$ cat src/rtl/life_step_engine.sv
// Game-of-Life stepper for an 8x8 board of 2-bit cells. One cell is evaluated
// per cycle into a shadow buffer, and the whole shadow is committed at once.
module life_step_engine #(
    parameter int WRAP = 1,
    parameter int FADE = 1
) (
    input  logic         clk,
    input  logic         reset,
    input  logic         init_load,
    input  logic [127:0] initial_pattern,
    input  logic         step,
    output logic         busy,
    output logic         done,
    output logic [127:0] grid,
    output logic [15:0]  generation
);

    typedef enum logic [1:0] {IDLE, CALC, COMMIT} state_t;

    state_t       state_q, state_d;
    logic [5:0]   idx_q, idx_d;
    logic [127:0] grid_q, grid_d;
    logic [127:0] shadow_q, shadow_d;
    logic [15:0]  gen_q, gen_d;
    logic         busy_q, busy_d;
    logic         done_q, done_d;

    logic [3:0]   live_cnt;
    logic [1:0]   cur, nxt;
    int           r, c;

    // Neighbours are always read from the committed grid, never from shadow.
    always_comb begin
        live_cnt = '0;
        r = 0;
        c = 0;
        for (int dr = -1; dr <= 1; dr++) begin
            for (int dc = -1; dc <= 1; dc++) begin
                r = int'(idx_q[5:3]) + dr;
                c = int'(idx_q[2:0]) + dc;
                if (WRAP != 0) begin
                    r = r & 7;
                    c = c & 7;
                end
                if (!(dr == 0 && dc == 0) && r >= 0 && r < 8 && c >= 0 && c < 8) begin
                    if (grid_q[2*(r*8+c) +: 2] == 2'b11) live_cnt = live_cnt + 4'd1;
                end
            end
        end
    end

    always_comb begin
        cur = grid_q[{idx_q, 1'b0} +: 2];
        nxt = 2'b00;
        if (live_cnt == 4'd3) begin
            nxt = 2'b11;
        end else begin
            case (cur)
                2'b11:   nxt = (live_cnt == 4'd2) ? 2'b11 : ((FADE != 0) ? 2'b01 : 2'b00);
                2'b01:   nxt = 2'b10;
                default: nxt = 2'b00;
            endcase
        end
    end

    always_comb begin
        state_d  = state_q;
        idx_d    = idx_q;
        grid_d   = grid_q;
        shadow_d = shadow_q;
        gen_d    = gen_q;
        done_d   = 1'b0;
        case (state_q)
            IDLE: begin
                if (step) begin
                    state_d = CALC;
                    idx_d   = '0;
                end
            end
            CALC: begin
                shadow_d[{idx_q, 1'b0} +: 2] = nxt;
                idx_d = idx_q + 6'd1;
                if (idx_q == 6'd63) state_d = COMMIT;
            end
            COMMIT: begin
                grid_d  = shadow_q;
                done_d  = 1'b1;
                gen_d   = gen_q + 16'd1;
                state_d = IDLE;
            end
            default: state_d = IDLE;
        endcase
        // A load wins over everything, including a step on the same edge.
        if (init_load) begin
            grid_d  = initial_pattern;
            gen_d   = '0;
            idx_d   = '0;
            done_d  = 1'b0;
            state_d = IDLE;
        end
        busy_d = (state_d != IDLE);
    end

    always_ff @(posedge clk or posedge reset) begin
        if (reset) begin
            state_q  <= IDLE;
            idx_q    <= '0;
            grid_q   <= '0;
            shadow_q <= '0;
            gen_q    <= '0;
            busy_q   <= 1'b0;
            done_q   <= 1'b0;
        end else begin
            state_q  <= state_d;
            idx_q    <= idx_d;
            grid_q   <= grid_d;
            shadow_q <= shadow_d;
            gen_q    <= gen_d;
            busy_q   <= busy_d;
            done_q   <= done_d;
        end
    end

    assign busy       = busy_q;
    assign done       = done_q;
    assign grid       = grid_q;
    assign generation = gen_q;

endmodule
$ cat config.mk
export PLATFORM = sky130hd
export DESIGN_NAME = life_step_engine
export DESIGN_NICKNAME = d
export VERILOG_FILES = /design/src/rtl/life_step_engine.sv
export SDC_FILE = /design/constraint.sdc
export NUM_CORES = 1
export LEC_CHECK = 0
export CORE_ASPECT_RATIO = 1.4
export CORE_MARGIN = 2
export CORE_UTILIZATION = 56
export CTS_BUF_LIST = sky130_fd_sc_hd__clkbuf_8
export CTS_CLUSTER_SIZE = 10
export DETAILED_ROUTE_END_ITERATION = 12
export PLACE_DENSITY = 0.83
export SLEW_MARGIN = 20
export SYNTH_ARGS = -nofsm -noshare
export SYNTH_HDL_FRONTEND = slang
export SYNTH_SLANG_ARGS = --single-unit
$ cat constraint.sdc
create_clock -name clk -period 11.7 [get_ports clk]
set_clock_uncertainty 0.1 [all_clocks]
set_input_delay 2.34 -clock clk [delete_from_list [all_inputs] [get_ports clk]]
set_output_delay 2.34 -clock clk [all_outputs]
set_load 0.005 [all_outputs]
==> impl_metrics.toml <==
[status]
outcome = "completed"

[critical_path]
reg2reg_to = "shadow_q[50]$_DFFE_PP0P_"
cp.arrival_ns = 10.23
r2r-start = "idx_q[0]$_DFFE_PP0P_"
endpoint_kind = "register"
cp-start-kind = "register"
crit_top_cell = "ha_1"
required_ns = 12.12
reg2regPathDepth = 29
critPathMaxStageDelay_ns = 1.06
crit_fanout = 52
rrSetupSlack_ns = 1.89
path_class = "reg -> reg"
slowest_stage = "a21oi_1"

[yosys]
yosys-top-cells-count = "dfrtp_1 (282), nand2_1 (258), o21ai_0 (184)"
synth_top_cell_by_area = "dfrtp_1"
ys_seq_area_share_pct = 41.13
netlist.area_leader.share_pct = 41.13
syn-cell-area_um2 = 17160
yosysUniqueCellTypes = 80
synth.most_common_cell = "dfrtp_1"
synthTopCellsByArea = "dfrtp_1 (41%), mux2i_1 (8.2%), mux4_2 (8.0%)"
synthArstFlopShare_pct = 100.0
syn_inst = 1779
synth_edf_count = 0
ys_ff_latch = 282
syn-mean-instance-area_um2 = 9.645
ys_warn_count = 0
synth_nets = 1927
synth_top_flop_cell = "dfrtp_1"

[detailed_routing]
drc = 0
drt_iter0_markers = 1917
via_per_inst = 6.692
wl_per_cell_um = 25.99
drtAntennaViolNets = 0
drt_wl_total_um = 62940
via_count = 16210
drt_pass1_iterations = 6

[timing]
fin_crit_ns = 9.814
max_clock_freq_mhz = 101.9
slew_headroom_pct = 12.44
setup_violations = 0
min_period_over_period_pct = 83.88
slew_viol_final = 0
hold_violations = 0
worst_slew_pin_slew_ns = 1.303
tns_ns = 0
worst_hold_slack_ns = 0.4141
grt_setup_unrepaired = "no"
worst_slack_ns = 1.886

[cts]
htreeDepth = 2
cts_resized = 0
cts_root_buf = "clkbuf_8"
postCtsHoldBufs = 0
clock_sinks = 282
insertion_delay_ns = 0.60
cts_buffers = 45
cts_tree = "built"
post_cts_buffers = 0
clk_pin_slew_worst_paths_ns = 0.07
cts_buffer_depth = 3

[worst_hold_path]
hold_start = "shadow_q[6]$_DFFE_PP0P_"
hold_path_class = "reg -> reg"
hold_end = "shadow_q[6]$_DFFE_PP0P_"
min_path_cells = 1

[die]
rows = 75
core_um2 = 30030
start_util_pct = 57.14
ioPinCount = 278
die_w_um = 151.9
die_h_um = 211.1
dieArea_um2 = 32080

[grt]
grt_pass1_vias = 16090
busiest_layer = "met2"
grt_overflow = 0
use_met3_pct = 6.565
use_met1_pct = 47.42
gr-usage-all-layers_pct = 39.03
grt_max_degree = 164
globalRouteMet2Util_pct = 63.59
grt_antenna_before_repair = 0
grt_pass1_wl_um = 96280

[power_and_ir_drop]
total_leakage_power_nw = 9.156
power.total_mw = 2.752
ir_drop_mv = 0.09459
power_density_nw_per_um2 = 130.4

[final_layout]
final_nets = 2149
postLayoutCoreUtil_pct = 70.28
stdcell_count = 2422
area_growth_pct = 23.00
finalInstanceArea_um2 = 21110
drive_above_1_share_pct = 11.83
num_antenna_cells = 0

[place]
dpl-instance-area_um2 = 20130
hpwl_um = 44920
gp_congestion = 1.008
port_buffers = 277
place_ws_ns = 2.092
dp_cells = 2339

[flow_run]
drv_cap = 0
==> logic make-up (layout without fill, tap and decap cells) <==
group	Yosys count	count (layout)	synth area share [%]
simple gates	661	661	18.55
flops	282	282	41.13
xor+xnor	36	36	2.042
fa+ha+maj	16	16	1.167
mux	247	247	19.18
compound gates	391	391	14.28
buf+inv	146	404	3.646
==> where the power goes <==
part / total, mW / switching [mW] / internal (mW)
Combinational: 0.731 / 0.432 / 0.299
Sequential: 1.10 / 0.0777 / 1.02
Clock: 0.918 / 0.413 / 0.505
Total: 2.75 / 0.922 / 1.83
==> layout make-up <==
type | count | area, um2
fill | 2317 | 8924
timing repair buffer | 301 | 2967
sequential | 282 | 7062
multi-input combinational | 1351 | 9538
tap | 385 | 481.7
clock buffer | 57 | 784.5
clock inverter | 26 | 190.2
inverter | 20 | 82.58
==> routing by layer <==
| layer | vias to the layer above | routed length, um |
|---|---|---|
| met1 | 7913 | 22250 |
| met5 | - | 0 |
| met3 | 271 | 5654 |
| met4 | 0 | 5216 |
| met2 | 1016 | 29830 |
| li1 | 7007 | - |
==> critical path, delay by kind of cell (launching register included) <==
kind,cells,cell delay (ns)
adder cells (fa/ha/maj),7,2.40
multiplexers,5,1.80
AO/OA/AOI/OAI,5,1.78
AND/OR/NAND/NOR,7,1.65
flip-flops,1,0.77
buffers and inverters,2,0.59
XOR/XNOR,3,0.58
==> flip-flops by register name (all words and copies together) (netlist names) <==
register,flops
busy,1
idx_q,6
shadow_q,128
state_q,2
generation,16
done,1
grid,128
==> cells in the final DEF (no fill, tap or decap), types with 4 or more instances in the layout <==
cell type,synthesis,final
nand4_1,42,42
clkinv_2,0,5
a31oi_1,63,63
xor2_1,16,15
a41oi_1,17,17
nand4b_1,13,13
o2111ai_1,8,8
o22ai_1,7,7
a21boi_0,4,4
clkbuf_8,0,57
dfrtp_1,282,280
o21ai_0,184,184
nor3_1,29,28
and3_1,15,15
a21oi_1,26,26
mux2_2,45,45
xnor2_1,17,16
nor2b_1,27,26
o21ai_1,25,25
nand3b_1,14,14
buf_4,3,23
inv_1,18,33
nand2b_1,11,10
nand3_1,53,52
a21oi_2,12,12
or3_1,11,11
mux2i_1,141,141
mux4_2,61,61
or4_1,6,6
nand4bb_1,6,5
and3b_1,4,4
nand2_1,258,257
clkdlybuf4s50_1,0,276
and2_1,6,6
nor2_1,144,144
and4_1,8,8
ha_1,16,15
==> worst max-delay path by stage <==
stage	start	endpoint	slack, ns	depth (start not counted)
finish	idx_q[0]$_DFFE_PP0P_	shadow_q[50]$_DFFE_PP0P_	1.89	29
global route	idx_q[0]$_DFFE_PP0P_	shadow_q[57]$_DFFE_PP0P_	1.48	32
CTS	idx_q[0]$_DFFE_PP0P_	shadow_q[57]$_DFFE_PP0P_	2.06	30
detailed placement	idx_q[0]$_DFFE_PP0P_	shadow_q[57]$_DFFE_PP0P_	2.09	30
global placement	idx_q[0]$_DFFE_PP0P_	shadow_q[57]$_DFFE_PP0P_	2.42	32
floorplan	reset	busy$_DFF_PP0_	1.48	1
Power figures use the tool's default switching activity.
